<file path="config.mk">
export PLATFORM = sky130hd
export DESIGN_NAME = muluint_accum
export DESIGN_NICKNAME = d
export VERILOG_FILES = /design/src/rtl/muluint_accum.sv
export SDC_FILE = /design/constraint.sdc
export NUM_CORES = 1
export LEC_CHECK = 0
export CORE_MARGIN = 2
export CORE_UTILIZATION = 53
export DETAILED_ROUTE_END_ITERATION = 10
export PLACE_DENSITY = 0.8
export SYNTH_ARGS = -nofsm -noshare
export SYNTH_HDL_FRONTEND = slang
export SYNTH_SLANG_ARGS = --single-unit
</file>
<file path="constraint.sdc">
create_clock -name clk -period 3.2 [get_ports clk]
set_input_delay 0.64 -clock clk [delete_from_list [all_inputs] [get_ports clk]]
set_output_delay 0.64 -clock clk [all_outputs]
set_load 0.005 [all_outputs]
</file>
<file path="src/rtl/muluint_accum.sv">
// Accumulates a batch of COUNT unsigned products into an ACC_WIDTH-bit sum.
// The finished sum is held on a valid/ready output until the consumer takes it.
module muluint_accum #(
    parameter int DATA_WIDTH = 10,
    parameter int COUNT      = 4,
    parameter int ACC_WIDTH  = 2*DATA_WIDTH+4,
    localparam int CW        = $clog2(COUNT+1)
) (
    input  logic                    clk,
    input  logic                    rst,
    input  logic                    start,
    input  logic                    abort,
    input  logic [2*DATA_WIDTH-1:0] in_data,
    input  logic                    in_valid,
    output logic                    in_ready,
    output logic [ACC_WIDTH-1:0]    sum_o,
    output logic                    sum_valid_o,
    input  logic                    sum_ready_i,
    output logic                    overflow_o,
    output logic [CW-1:0]           count_o,
    output logic                    busy_o,
    output logic [1:0]              o_state
);

    // Handshakes: a word moves on an edge where valid && ready are both high.
    // in_valid/in_ready carries products in; sum_valid_o/sum_ready_i carries the sum out.
    typedef enum logic [1:0] {
        S_IDLE  = 2'd0,
        S_ACCUM = 2'd1,
        S_HOLD  = 2'd2
    } state_t;

    localparam logic [CW-1:0] LAST = CW'(COUNT-1);

    state_t                 r_state;
    logic [ACC_WIDTH-1:0]   r_acc;
    logic [ACC_WIDTH-1:0]   r_sum;
    logic                   r_sum_valid;
    logic                   r_ovf;
    logic [CW-1:0]          r_count;
    logic [ACC_WIDTH:0]     w_sum_ext;

    // Extra top bit captures the carry out of the accumulator.
    always_comb begin
        w_sum_ext = {1'b0, r_acc} + {{(ACC_WIDTH+1-2*DATA_WIDTH){1'b0}}, in_data};
    end

    always_ff @(posedge clk) begin
        if (rst) begin
            r_state     <= S_IDLE;
            r_acc       <= '0;
            r_sum       <= '0;
            r_sum_valid <= 1'b0;
            r_ovf       <= 1'b0;
            r_count     <= '0;
        end else begin
            case (r_state)
                S_IDLE: begin
                    if (start) begin
                        r_state <= S_ACCUM;
                        r_acc   <= '0;
                        r_count <= '0;
                        r_ovf   <= 1'b0;
                    end
                end
                S_ACCUM: begin
                    // abort wins over a same-cycle product, which is dropped
                    if (abort) begin
                        r_state <= S_IDLE;
                    end else if (in_valid) begin
                        r_acc   <= w_sum_ext[ACC_WIDTH-1:0];
                        r_count <= r_count + 1'b1;
                        if (w_sum_ext[ACC_WIDTH]) begin
                            r_ovf <= 1'b1;
                        end
                        if (r_count == LAST) begin
                            r_sum       <= w_sum_ext[ACC_WIDTH-1:0];
                            r_sum_valid <= 1'b1;
                            r_state     <= S_HOLD;
                        end
                    end
                end
                S_HOLD: begin
                    if (sum_ready_i) begin
                        r_sum_valid <= 1'b0;
                        if (start) begin
                            r_state <= S_ACCUM;
                            r_acc   <= '0;
                            r_count <= '0;
                            r_ovf   <= 1'b0;
                        end else begin
                            r_state <= S_IDLE;
                        end
                    end
                end
                default: begin
                    r_state     <= S_IDLE;
                    r_sum_valid <= 1'b0;
                end
            endcase
        end
    end

    assign in_ready    = (r_state == S_ACCUM);
    assign busy_o      = (r_state != S_IDLE);
    assign sum_o       = r_sum;
    assign sum_valid_o = r_sum_valid;
    assign overflow_o  = r_ovf;
    assign count_o     = r_count;
    assign o_state     = r_state;

endmodule

</file>
==> reports/metrics.cfg, run 1 <==
[clock_network]
clockBufferDepth=2
clock_latency_ps=310
numCtsBuffers=5
path_clk_slew_ps=90
htreeDepth=2
holdBufCountCts=0
ctsResizeCount=0
cts.sinks=55
root_buffer=clkbuf_8
cts_tree=done
post_cts_buffers=0

[routing]
wl_met2_mm=3.65
top_layer=met4
drt_iter0_drc=215
dr_wl_met3_um=631
drc=0
drtAntennaViolNets=0
route.detailed.wl_per_inst_um=15.5
met1_length_mm=3.91
drt_first_pass_iters=5
route.vias.total=3190
vias_per_cell=5.89
routed_wl_mm=8.40

[critical_path]
start_kind=input port
startpoint=in_data[0]
ff2ff_path_depth=10
endpoint_kind=flip-flop
critPathMaxFanout=5
rrSetupSlack_ps=690
timing.rr.start=r_acc[0]
required_ps=3400
crit_end=r_acc[22]
r2r_end=r_acc[22]
crit_slowest_cell=clkdlybuf4s50_1
path_cells=clkdlybuf4s50_1, ha_1, inv_1, fa_1, nor2b_1, o211ai_1, a21oi_1, o21a_4, a21boi_2, o311a_1, a211o_1
cp_slowest_stage_delay_ps=470
crit_arrival_ps=3160
crit_type=input port to flip-flop

[synthesis]
yosysSeqAreaShare_pct=33.7
yosys.area.top_type=dfxtp_1
synthCells=398
synth_top_area_share_pct=33.7
synth_edf_count=0
synth-seq-cells=55
syn_area_per_cell_um2=8.21
synth_flop_cell=dfxtp_1
ys_warn_count=0
synth_nets=447
ys_types=64
synth_area_leaders=dfxtp_1 34%, ha_1 8.4%, nand2_1 5.6%
synth-async-reset-ratio_pct=0
synthesis.area_um2=3270

[floorplan]
core_region_area_um2=5960
io_pins=59
initial_utilization_pct=54.9
dieArea_um2=6810
rows=28
die-width_um=82.5
die_y_um=82.5

[sta]
setup_viol=0
worstMarginPinSlew_ps=474
clock_skew_ps=8.75
drv_slew=0
period_needed_ps=2960
clock.fmax_mhz=338
relSlewSlack_pct=68.4
rsz0062_at_grt=false
finalHoldViolations=0
period_share_pct=92.5

[global_route]
grt_pass1_vias=2861
grt_pass1_wl_mm=13.6
overflow=0
antenna_found_initial=0
globalRouteTotalUtil_pct=25.7
grt_max_degree=21

[placement]
io_buffers=58
globalplace.congestion=0.927
place_area_um2=4000
place.detailed.hpwl_mm=6.30

[final_layout]
nets=515
area_delta_synth_final_pct=26.4
final_cell_area_um2=4130
fillCellCount=511
n_antenna_cell=0
final_common_cell=clkdlybuf4s50_1
drive_gt1_share_pct=10.7
mostFrequentLayoutCells=58 x clkdlybuf4s50_1, 55 x dfxtp_1, 49 x nand2_1

[run_status]
outcome=complete, no violations

[min_path]
min-delay-path-class=flip-flop to flip-flop

[flow_run]
maxCapViolCount=0

[power_and_ir_drop]
p_per_area_nw_per_um2=347
power_mw=1.44
p_leak_nw=1.65
peakVddDrop_mv=0.200

[synth_stat cells, types with 5 or more instances]
master     n
ha_1      22
dfxtp_1   55
a21o_1     6
xor2_1    10
a21oi_1   33
a211oi_1   5
nand2_1   49
nand3_1   17
nor3_1    14
xnor2_1    7
clkbuf_1  13
and3_1     5
o21ai_0   25
inv_1     10
nor2_1    34
[worst min-delay path by stage]
| stage | start | to | cells after the start | slack, ps |
|---|---|---|---|---|
| floorplan | r_acc[10] | r_acc[10] | 2 | 430 |
| global placement | r_acc[17] | r_acc[17] | 2 | 440 |
| detailed placement | sum_o[0] | sum_o[0] | 2 | 450 |
| CTS | sum_o[0] | sum_o[0] | 2 | 460 |
| global route | sum_o[0] | sum_o[0] | 2 | 490 |
| finish | sum_o[0] | sum_o[0] | 2 | 460 |
[critical path, delay by kind of cell]
family,cells,cell delay (ps)
compound gates,6,1250
fa+ha+maj,2,560
buf+inv,2,520
simple gates,1,180
[flip-flops by register name, indices dropped and copies added (netlist names)]
| name | cells |
|---|---|
| o_state | 2 |
| sum_valid_o | 1 |
| sum_o | 24 |
| overflow_o | 1 |
| count_o | 3 |
| r_acc | 24 |
[stage by stage]
| stage | setup slack, ps | utilization (%) | hold slack (ps) | instances | TNS, ps |
|---|---|---|---|---|---|
| after CTS | 259 | 69.4 | 462 | 542 | 0 |
| final | 241 | 69.4 | 461 | 542 | 0 |
| after global placement | 19.2 | 67.2 | 439 | 534 | 0 |
| after floorplan | 570 | - | 429 | 398 | 0 |
| after global routing | 130 | 69.4 | 486 | 542 | 0 |
| after detailed placement | -57.8 | 67.2 | 449 | 534 | -101 |
[per-layer routing]
metal  up-vias  GRT usage, %
li1       1573             -
met3        19          4.35
met1      1453          35.5
met5         -             0
met2       145          40.6
met4         0          8.52
[kinds of logic after synthesis]
group	share of synthesized area (%)
and+or+nand+nor	22.9
AOI/OAI and AO/OA	24.5
DFF	33.7
buffers and inverters	4.67
adders and majority gates	9.03
xor gates and xnor gates	4.55
muxes	0.651
[final cells by class]
type | instances | area (µm²) | area share, %
Multi-Input combinational cell | 313 | 2020 | 48.8
Sequential cell | 55 | 1100 | 26.6
Timing Repair Buffer | 81 | 753 | 18.2
Tap cell | 75 | 93.8 | 2.27
Clock buffer | 6 | 72.6 | 1.76
Clock inverter | 2 | 60.1 | 1.45
Inverter | 10 | 37.5 | 0.908
[where the power goes]
part | total (mW) | switching, mW | internal (mW)
clock network | 0.537 | 0.224 | 0.313
registers | 0.695 | 0.00474 | 0.690
logic | 0.204 | 0.112 | 0.0919
(Power assumes the default switching activity.)
==> inputs of run 2 (changes only) <==
--- a/config.mk
+++ b/config.mk
@@ -5,10 +5,11 @@
 export SDC_FILE = /design/constraint.sdc
 export NUM_CORES = 1
 export LEC_CHECK = 0
+export ABC_AREA = 1
 export CORE_MARGIN = 2
-export CORE_UTILIZATION = 53
+export CORE_UTILIZATION = 55
 export DETAILED_ROUTE_END_ITERATION = 10
-export PLACE_DENSITY = 0.8
+export PLACE_DENSITY = 0.81
 export SYNTH_ARGS = -nofsm -noshare
 export SYNTH_HDL_FRONTEND = slang
 export SYNTH_SLANG_ARGS = --single-unit
==> run 2 against run 1 <==
- synthesized cell count is 60% higher
- largest cell class unchanged
- area after synthesis is 18% higher
- via count is 26% higher
- sequential power is 1% higher
- highest routed layer unchanged
- combinational power is 27% higher
==> reports/metrics.cfg, run 2 <==
[power_and_ir_drop]
switching_share_pct=30.6  ; +6.8 points
pwr-share-comb_pct=18.9  ; +4.7 points
p_switching_uw=419  ; +23%
clkPwrFrac_pct=29.7  ; -7.7 points
p_leak_nw=2.42  ; +47%
p_int_uw=951  ; -13%
pwr-share-seq_pct=51.4  ; +3.0 points
peakVddDrop_mv=0.256  ; +28%
p_per_area_nw_per_um2=299  ; -14%

[critical_path]
ff2ff_path_depth=13  ; +3
cp_common_cell=nand2_1
timing.rr.start=r_acc[0]
crit_slowest_cell=clkdlybuf4s50_1
cp_slowest_stage_delay_ps=480  ; about the same
path_cells=clkdlybuf4s50_1, ha_1, inv_1, fa_1, inv_1, nand3_1, nand2_1, nand2_1, nand2_1, nand2_1, nand2_1, or2_2, nand3_1, a21oi_1
rrSetupSlack_ps=1050  ; +360 ps
crit_type=input port to flip-flop
endpoint_kind=flip-flop
critPathMaxFanout=4  ; -1
start_kind=input port
r2r_end=r_acc[16]
crit_arrival_ps=2850  ; -310 ps
required_ps=3450  ; +50 ps

[min_path]
min-delay-path-class=flip-flop to flip-flop
whs_endpoint=overflow_o
min_path_cells=2  ; unchanged
hp-start=overflow_o

[synthesis]
synth_compound_area_share_pct=10.9  ; -14 points
yosys.area.top_type=dfxtp_1
synth_top_family_by_area=simple AND/OR/NAND/NOR gates
synthSimpleGateAreaFrac_pct=36.9  ; +14 points
synth_nets=687  ; +54%
synthMuxAreaShare_pct=0  ; -0.65 points
synth-seq-cells=55  ; unchanged
synth-async-reset-ratio_pct=0  ; unchanged
synth-xor-area-share_pct=2.72  ; -1.8 points
synth_area_leaders=dfxtp_1 28%, nand2_1 22%, inv_1 10%
synth_flop_cell=dfxtp_1
synth_top_area_share_pct=28.5  ; -5.2 points
synthesis.area_um2=3860  ; +18%
ys_types=36  ; -44%
synth_most_common_cell=nand2_1
ys_warn_count=0  ; unchanged
synthCells=638  ; +60%
synthAdderAreaFrac_pct=7.64  ; -1.4 points
yosysSeqAreaShare_pct=28.5  ; -5.2 points
ys_top_cells_by_count=223 x nand2_1, 108 x inv_1, 68 x nor2_1, 55 x dfxtp_1, 44 x a21oi_1
syn_area_per_cell_um2=6.06  ; -26%
synth_edf_count=0  ; unchanged

[clock_network]
holdBufCountCts=0  ; unchanged
htreeDepth=2  ; unchanged
cts.sinks=55  ; unchanged
numCtsBuffers=5  ; unchanged
clock_latency_ps=310  ; about the same
clockBufferDepth=2  ; unchanged
path_clk_slew_ps=110  ; +20 ps
cts_tree=done
root_buffer=clkbuf_8
post_cts_buffers=0  ; unchanged
ctsResizeCount=0  ; unchanged

[floorplan]
core_region_area_um2=6790  ; +14%
dieArea_um2=7710  ; +13%
initial_utilization_pct=56.9  ; +2.0 points
die_y_um=87.8  ; +6.4%
io_pins=59  ; unchanged
rows=30  ; +7.1%
die-width_um=87.8  ; +6.4%

[sta]
drv_slew=0  ; unchanged
finalSetupTns_ps=0  ; unchanged
clock.fmax_mhz=384  ; +14%
clock_skew_ps=12.2  ; +3.48 ps
period_needed_ps=2600  ; -357 ps
worstMarginPinSlew_ps=508  ; +33.8 ps
setup_viol=0  ; unchanged
period_share_pct=81.3  ; -11 points
relSlewSlack_pct=66.1  ; -2.3 points
fin_hold_ws_ps=477  ; +15.6 ps
finalHoldViolations=0  ; unchanged
rsz0062_at_grt=false

[global_route]
grt_max_degree=35  ; +67%
grt_pass1_vias=3633  ; +27%
globalRouteTotalUtil_pct=25.5  ; -0.15 points
antenna_found_initial=0  ; unchanged
overflow=0  ; unchanged
grt_pass1_wl_mm=15.9  ; +17%

[routing]
drt_first_pass_iters=5  ; unchanged
routed_wl_mm=9.65  ; +15%
drt_iter0_drc=292  ; +36%
route.vias.total=4026  ; +26%
drtAntennaViolNets=0  ; unchanged
vias_per_cell=5.10  ; -13%
route.detailed.wl_per_inst_um=12.2  ; -21%
drc=0  ; unchanged

[final_layout]
drive_gt1_share_pct=4.18  ; -6.5 points
nets=742  ; +44%
mostFrequentLayoutCells=223 x nand2_1, 108 x inv_1, 68 x nor2_1
n_antenna_cell=0  ; unchanged
final_cells=790  ; +46%
area_delta_synth_final_pct=18.7
final_common_cell=nand2_1

[placement]
io_buffers=58  ; unchanged
place.detailed.hpwl_mm=7.38  ; +17%
globalplace.congestion=0.975  ; +5.2%
dpl.cell_count=782  ; +46%

[run_status]
outcome=complete, no violations

[flow_run]
maxCapViolCount=0  ; unchanged

-- run 2: routing by layer --
layer / up-vias / part of all wire, % / global-route usage (%)
met5: - / 0 / 0
met2: 117 / 48 / 44.8
met3: 23 / 5.0 / 2.64
met4: 0 / 2.1 / 7.55
met1: 1822 / 45 / 33.1
li1: 2064 / - / -
-- run 2: final cells by class --
| class | instances | area, µm² |
|---|---|---|
| multi-input cells | 457 | 2250 |
| fillers | 639 | 2210 |
| repair buffers | 61 | 603 |
| clock inverters | 3 | 20.0 |
| clock buffers | 5 | 68.8 |
| well taps | 96 | 120 |
| flip-flops and latches | 55 | 1100 |
| inverters | 113 | 427 |
-- run 2: cells by family after synthesis --
logic type / Yosys count
simple gates: 346
flops: 55
fa+ha+maj: 23
buf+inv: 126
compound gates: 76
xor+xnor: 12
-- run 2: worst max-delay path: cells and delay by family --
| kind | cells | cell delay (ps) |
|---|---|---|
| adder cells (fa/ha/maj) | 2 | 640 |
| AO/OA/AOI/OAI | 1 | 130 |
| buffers and inverters | 3 | 640 |
| AND/OR/NAND/NOR | 8 | 820 |
-- run 2: worst max path at each step --
stage / from / endpoint / slack, ps / cells past startpoint
global route: in_data[0] / r_acc[16] / 440 / 14
global placement: in_data[0] / r_acc[16] / 390 / 14
detailed placement: in_data[0] / r_acc[16] / 310 / 14
finish: in_data[0] / r_acc[16] / 600 / 14
floorplan: in_data[0] / r_acc[16] / 1060 / 13
CTS: in_data[0] / r_acc[16] / 630 / 14
-- run 2: metrics by stage --
stage	setup slack [ps]	instance area (µm²)	util [%]	power [mW]
3_5_place_dp	307	4500	66.2	0.974
4_1_cts	626	4590	67.5	1.37
2_1_floorplan	1060	3860	-	0.885
6_report	598	4590	67.5	1.37
3_3_place_gp	388	4500	66.2	0.968
5_1_grt	437	4590	67.5	1.43
-- run 2: power by group through the flow --
stage                     clock network (mW)  logic (mW)  registers [mW]
after CTS                              0.409       0.257           0.704
after floorplan                            0       0.167           0.719
final                                  0.407       0.259           0.704
after detailed placement                   0       0.255           0.720
after global routing                   0.435       0.287           0.706
after global placement                     0       0.249           0.719
